$ cat src/rtl/add_accum_if.sv
// Stream bus for add_accum: sample input channel, frame-result output channel and frame length.
interface add_accum_if #(
   parameter int unsigned IN_W  = 9,
   parameter int unsigned ACC_W = 16,
   parameter int unsigned LEN_W = 8
);
   logic [LEN_W-1:0]        len;
   logic                    in_valid;
   logic                    in_ready;
   logic signed [IN_W-1:0]  in_data;
   logic                    out_valid;
   logic                    out_ready;
   logic signed [ACC_W-1:0] out_data;
   logic                    out_sat;
   logic [LEN_W-1:0]        out_count;

   modport master (
      output len, in_valid, in_data, out_ready,
      input  in_ready, out_valid, out_data, out_sat, out_count
   );

   modport slave (
      input  len, in_valid, in_data, out_ready,
      output in_ready, out_valid, out_data, out_sat, out_count
   );
endinterface

$ cat src/rtl/add_accum.sv
// Frame accumulator: sums len signed samples with saturation, then holds the
// result until the downstream handshake.
module add_accum #(
   parameter int unsigned IN_W  = 9,
   parameter int unsigned ACC_W = 16,
   parameter int unsigned LEN_W = 8
) (
   input  logic         clk,
   input  logic         rst_b,
   input  logic         clear,
   add_accum_if.slave   bus
);
   localparam int unsigned SUM_W = ACC_W + 1;
   localparam logic signed [ACC_W-1:0] ACC_MAX = {1'b0, {(ACC_W-1){1'b1}}};
   localparam logic signed [ACC_W-1:0] ACC_MIN = {1'b1, {(ACC_W-1){1'b0}}};

   typedef enum logic [1:0] {IDLE, ACCUM, HOLD} state_t;

   state_t                  state,     state_nx;
   logic signed [ACC_W-1:0] acc,       acc_nx;
   logic [LEN_W-1:0]        cnt,       cnt_nx;
   logic                    sat,       sat_nx;
   logic [LEN_W-1:0]        len_eff,   len_eff_nx;
   logic                    out_valid, out_valid_nx;
   logic signed [ACC_W-1:0] out_data,  out_data_nx;
   logic                    out_sat,   out_sat_nx;
   logic [LEN_W-1:0]        out_count, out_count_nx;

   logic                    in_ready_c;
   logic                    xfer_c;
   logic signed [SUM_W-1:0] sum_c;
   logic signed [ACC_W-1:0] sum_clamp_c;
   logic                    ovf_c;

   // in_ready depends on state only, so upstream never sees a comb path from out_ready
   assign in_ready_c = (state != HOLD);
   assign xfer_c     = bus.in_valid && in_ready_c;

   // One extra bit of headroom: the top two bits disagree exactly on overflow
   always_comb begin
      sum_c       = SUM_W'(acc) + SUM_W'(bus.in_data);
      ovf_c       = (sum_c[SUM_W-1] != sum_c[ACC_W-1]);
      sum_clamp_c = sum_c[ACC_W-1:0];
      if (ovf_c) begin
         sum_clamp_c = sum_c[SUM_W-1] ? ACC_MIN : ACC_MAX;
      end
   end

   // Next-state and datapath update
   always_comb begin
      state_nx     = state;
      acc_nx       = acc;
      cnt_nx       = cnt;
      sat_nx       = sat;
      len_eff_nx   = len_eff;
      out_valid_nx = out_valid;
      out_data_nx  = out_data;
      out_sat_nx   = out_sat;
      out_count_nx = out_count;

      case (state)
         IDLE: begin
            if (xfer_c) begin
               len_eff_nx = (bus.len == '0) ? LEN_W'(1) : bus.len;
               acc_nx     = ACC_W'(bus.in_data);
               cnt_nx     = LEN_W'(1);
               sat_nx     = 1'b0;
               state_nx   = (len_eff_nx == LEN_W'(1)) ? HOLD : ACCUM;
            end
         end
         ACCUM: begin
            if (xfer_c) begin
               acc_nx   = sum_clamp_c;
               cnt_nx   = cnt + LEN_W'(1);
               sat_nx   = sat | ovf_c;
               state_nx = (cnt_nx == len_eff) ? HOLD : ACCUM;
            end
         end
         HOLD: begin
            if (bus.out_ready) begin
               state_nx = IDLE;
            end
         end
         default: state_nx = IDLE;
      endcase

      if (clear) begin
         state_nx = IDLE;
         acc_nx   = '0;
         cnt_nx   = '0;
         sat_nx   = 1'b0;
      end

      // Result registers capture only on entry to HOLD and otherwise keep their value
      out_valid_nx = (state_nx == HOLD);
      if (state_nx == HOLD && state != HOLD) begin
         out_data_nx  = acc_nx;
         out_sat_nx   = sat_nx;
         out_count_nx = cnt_nx;
      end
   end

   always_ff @(posedge clk or negedge rst_b) begin
      if (!rst_b) begin
         state     <= IDLE;
         acc       <= '0;
         cnt       <= '0;
         sat       <= 1'b0;
         len_eff   <= LEN_W'(1);
         out_valid <= 1'b0;
         out_data  <= '0;
         out_sat   <= 1'b0;
         out_count <= '0;
      end else begin
         state     <= state_nx;
         acc       <= acc_nx;
         cnt       <= cnt_nx;
         sat       <= sat_nx;
         len_eff   <= len_eff_nx;
         out_valid <= out_valid_nx;
         out_data  <= out_data_nx;
         out_sat   <= out_sat_nx;
         out_count <= out_count_nx;
      end
   end

   assign bus.in_ready  = in_ready_c;
   assign bus.out_valid = out_valid;
   assign bus.out_data  = out_data;
   assign bus.out_sat   = out_sat;
   assign bus.out_count = out_count;
endmodule

$ cat src/flat_wrapper.sv
// flat-port wrapper written by rule: the top's interface ports become plain ports
module add_accum_flat 
#(
   parameter int unsigned IN_W  = 9,
   parameter int unsigned ACC_W = 16,
   parameter int unsigned LEN_W = 8
)
  (clk, rst_b, clear, bus_len, bus_in_valid, bus_in_data, bus_out_ready, bus_in_ready, bus_out_valid, bus_out_data, bus_out_sat, bus_out_count);
  add_accum_if #(.IN_W(IN_W), .ACC_W(ACC_W), .LEN_W(LEN_W)) bus_i ();
  input  logic clk;
  input  logic rst_b;
  input  logic clear;
  input wire logic [$bits(bus_i.len)-1:0] bus_len;
  input wire logic [$bits(bus_i.in_valid)-1:0] bus_in_valid;
  input wire logic [$bits(bus_i.in_data)-1:0] bus_in_data;
  input wire logic [$bits(bus_i.out_ready)-1:0] bus_out_ready;
  output wire logic [$bits(bus_i.in_ready)-1:0] bus_in_ready;
  output wire logic [$bits(bus_i.out_valid)-1:0] bus_out_valid;
  output wire logic [$bits(bus_i.out_data)-1:0] bus_out_data;
  output wire logic [$bits(bus_i.out_sat)-1:0] bus_out_sat;
  output wire logic [$bits(bus_i.out_count)-1:0] bus_out_count;
  assign bus_i.len = bus_len;
  assign bus_i.in_valid = bus_in_valid;
  assign bus_i.in_data = bus_in_data;
  assign bus_i.out_ready = bus_out_ready;
  assign bus_in_ready = bus_i.in_ready;
  assign bus_out_valid = bus_i.out_valid;
  assign bus_out_data = bus_i.out_data;
  assign bus_out_sat = bus_i.out_sat;
  assign bus_out_count = bus_i.out_count;
  add_accum #(.IN_W(IN_W), .ACC_W(ACC_W), .LEN_W(LEN_W)) u_core (.clk(clk), .rst_b(rst_b), .clear(clear), .bus(bus_i));
endmodule
$ cat config.mk
export PLATFORM = sky130hd
export DESIGN_NAME = add_accum_flat
export DESIGN_NICKNAME = d
export VERILOG_FILES = /design/src/rtl/add_accum_if.sv /design/src/rtl/add_accum.sv /design/src/flat_wrapper.sv
export SDC_FILE = /design/constraint.sdc
export NUM_CORES = 1
export LEC_CHECK = 0
export ABC_AREA = 1
export CORE_MARGIN = 2
export CORE_UTILIZATION = 57
export CTS_CLUSTER_SIZE = 12
export DETAILED_ROUTE_END_ITERATION = 12
export PLACE_DENSITY_LB_ADDON = 0.15
export SKIP_CTS_REPAIR_TIMING = 1
export SLEW_MARGIN = 0
export SYNTH_ARGS = -nofsm -noshare
export SYNTH_HDL_FRONTEND = slang
export SYNTH_SLANG_ARGS = --single-unit
$ cat constraint.sdc
create_clock -name clk -period 2.7 [get_ports clk]
set_input_delay 0.54 -clock clk [delete_from_list [all_inputs] [get_ports clk]]
set_output_delay 0.54 -clock clk [all_outputs]
set_load 0.005 [all_outputs]
==> metrics.md <==
| Metric | Value |
|---|---|
| Via count | 4,439 |
| Worst R2R End | u_core.bus.out_data[15] |
| Final setup violation count | 0 |
| DRT antenna net count | 0 |
| Static Leak | 2.87 nW |
| Core area | 0.00733 mm² |
| Diodes inserted | 0 |
| Commonest cells in the netlist | 236 x nand2_1, 66 x inv_1, 60 x dfrtp_1, 45 x nor2_1, 39 x a21oi_1 |
| Rows | 31 |
| Synth cell types | 39 |
| Syn Inst Count | 626 |
| Area of placed instances | 0.00524 mm² |
| Final #Nets | 762 |
| R2R Setup Slk | 0.32 ns |
| Worst VDD drop | 0.397 mV |
| Switch Pwr | 1.03 mW |
| Placed Cells | 806 |
| CTS tree | yes |
| H-tree levels | 3 |
| Internal | 1.97 mW |
| DR WL/cell | 14.7 µm |
| Port buffer count | 48 |
| Post-route cell area | 0.00564 mm² |
| Origin of the critical flop-to-flop path | u_core.cnt[0] |
| Crit-path most repeated cell | nand2_1 |
| Clock Latency Late Sink | 0.35 ns |
| CP Max Fanout | 3 |
| Count of pins over their slew limit | 0 |
| Final Hold Fails | 0 |
| Max incr delay on CP | 0.43 ns |
| Ys async rst share | 100% |
| Combinational share of power | 33.9% |
| Die Ht | 91.5 µm |
| Initial antenna violation count | 0 |
| DRC viols | 0 |
| Switching Fraction | 34.4% |
| Critical path class | in -> reg |
| Fillers | 523 |
| Util after Layout | 76.9% |
| Main flop type after synthesis | dfrtp_1 |
| Synthesis Warnings | 0 |
| Pwr/cell area | 533 mW/mm² |
| FF+latch count, synth | 61 |
| Min-delay worst type | in -> async |
| Layout area overhead | 29.0% |
| Non-filler instance count after layout | 825 |
| Initial DRC count | 270 |
| Wirelength, routed | 12,100 µm |
| Post-DR vias/cell | 5.38 |
| Largest area contributor in the netlist | dfrtp_1 |
| R2r worst-path depth | 15 |
| Status | complete, no violations |
| Skew final | 0.0127 ns |
| CP Capture Type | flop |
| Yosys top cell area share | 34.4% |
| Gr usage total | 30.1% |
| Total power | 3.00 mW |
| Final Wtd Congestion | 0.888 |
| Post-DP HPWL | 8430 µm |
| WP data arrival | 2.76 ns |
| Ratio of cells with drive above 1 in the final layout | 16.7% |
| Die X | 91.5 µm |
| I/O pin total | 49 |
| Crit path max-delay cell type | clkdlybuf4s50_1 |
| Remaining Overflow, GRT | 0 |
| Most frequent cell after synthesis | nand2_1 |
| Max Freq | 0.401 GHz |
| Largest net degree at the start of global routing | 62 |
| Beginning of the critical path | bus_in_data[0] |
| Synth area leaders | dfrtp_1 34%, nand2_1 20%, inv_1 5.7% |
| Post-synth EDFFs | 0 |
| Max Cap Viol | 0 |
| Rel. slew slack | 47.1% |
| Startpoint types | input pin |
| Critical path required time | 2.96 ns |
| Period utilization | 92.3% |
| CTS Buffer Depth | 2 |
| Sequential element share of the synthesized area | 35.0% |
| Vias in the first global route | 4,424 |
| Final min period | 2.49 ns |
| DR pass1 iterations | 6 |
| Die area | 0.00838 mm² |
| Clock Power Share | 31.0% |
| Initial Util | 59.6% |
| Root Driver | clkbuf_8 |
| Syn Nets | 667 |
| TritonCTS sink count | 61 |
| Critical Path, Cell by Cell | clkdlybuf4s50_1 -> ha_2 -> fa_2 -> nand2_1 -> nand2_1 -> nand3_1 -> nand2_2 -> nand2_2 -> nand2_1 -> nand2_1 -> nand2_2 -> buf_4 -> o211ai_1 -> nand2_1 -> o21ai_0 |
| Reg power frac | 35.2% |
| Setup tns final | 0 ns |
| Synthesized area | 0.00437 mm² |
| Average size of a mapped cell | 6.98 µm² |
| CTS Buf Count | 9 |
| Clock slew at reported path FFs | 0.08 ns |
| Least-Margin Pin Slew | 0.793 ns |
| Crit path to | u_core.bus.out_data[15] |
| First-pass GRT wire length | 20,300 µm |
## power groups by stage
stage	sequential, mW	combinational [mW]	clock (mW)
after floorplan	1.05	0.579	0
after global placement	1.06	0.910	0
after detailed placement	1.06	0.938	0
after CTS	1.05	0.948	0.931
after global routing	1.06	1.14	0.963
final	1.06	1.02	0.930
## layout by cell type (no fill, tap or decap), drive strengths merged, types with 2 or more instances in the layout
cell / instances
nor3: 3
clkinvlp: 2
clkbuf: 9
nor2: 53
and2: 2
ha: 18
clkinv: 3
dlymetal6s2s: 2
xnor2: 10
o21ai: 16
nand3b: 3
bufinv: 2
o21bai: 2
buf: 57
clkdlybuf4s50: 45
inv: 71
nand3: 41
nand2: 239
xor2: 4
a21oi: 40
o211ai: 17
a211oi: 8
nand4: 5
dfrtp: 60
a21boi: 8
## how the worst min path moves through the flow
stage / end / slack, ns / cells past startpoint / start
after CTS: u_core.bus.out_valid / 0.39 / 2 / rst_b
after global placement: u_core.bus.out_count[5] / 0.46 / 2 / u_core.bus.out_count[5]
after global routing: u_core.bus.out_data[13] / 0.44 / 2 / rst_b
after floorplan: u_core.acc[0] / 0.24 / 0 / rst_b
after detailed placement: u_core.bus.out_data[0] / 0.47 / 2 / u_core.bus.out_data[0]
final: u_core.acc[10] / 0.36 / 2 / rst_b
## metrics by stage
| step | hold slack, ns | setup slack [ns] |
|---|---|---|
| floorplan | 0.244 | 0.315 |
| global placement | 0.463 | -0.208 |
| detailed placement | 0.465 | -0.280 |
| CTS | 0.392 | 0.0722 |
| global route | 0.439 | -0.00551 |
| finish | 0.363 | 0.207 |
## critical path, delay by kind of cell
kind / cells / cell delay, ns
adders and majority gates: 2 / 0.56
and+or+nand+nor: 9 / 0.76
AOI/OAI and AO/OA: 2 / 0.32
buffers and inverters: 2 / 0.57
## layer usage
layer / vias to the layer above / wire length, µm / share of wire, % / GRT usage (%)
met4: 0 / 176 / 1.5 / 9.97
met5: - / 0 / 0 / 0
met3: 13 / 771 / 6.4 / 4.40
met1: 2061 / 5420 / 45 / 39.3
met2: 172 / 5750 / 47 / 51.2
li1: 2193 / - / - / -
## kinds of logic after synthesis
family / synth area share [%]
adder cells (fa/ha/maj): 5.61
XOR/XNOR: 3.35
flip-flops: 35.0
AO/OA/AOI/OAI: 12.9
buffers and inverters: 9.05
AND/OR/NAND/NOR: 34.1
## sequential cells by signal, summed over array words and instances, names as in the netlist, 2 cells and up
name,cells
u_core.acc,16
u_core.bus.out_data,16
u_core.bus.out_count,8
u_core.cnt,8
u_core.len_eff,8
u_core.state,2
## final cells by class
type / count / area (µm²) / area share, %
sequential: 61 / 1530 / 27.1
multi-input combinational: 474 / 2580 / 45.8
timing repair buffer: 104 / 912 / 16.2
clock inverter: 7 / 97.6 / 1.73
tap: 99 / 124 / 2.20
inverter: 71 / 272 / 4.82
clock buffer: 9 / 124 / 2.20
(Power assumes the default switching activity.)
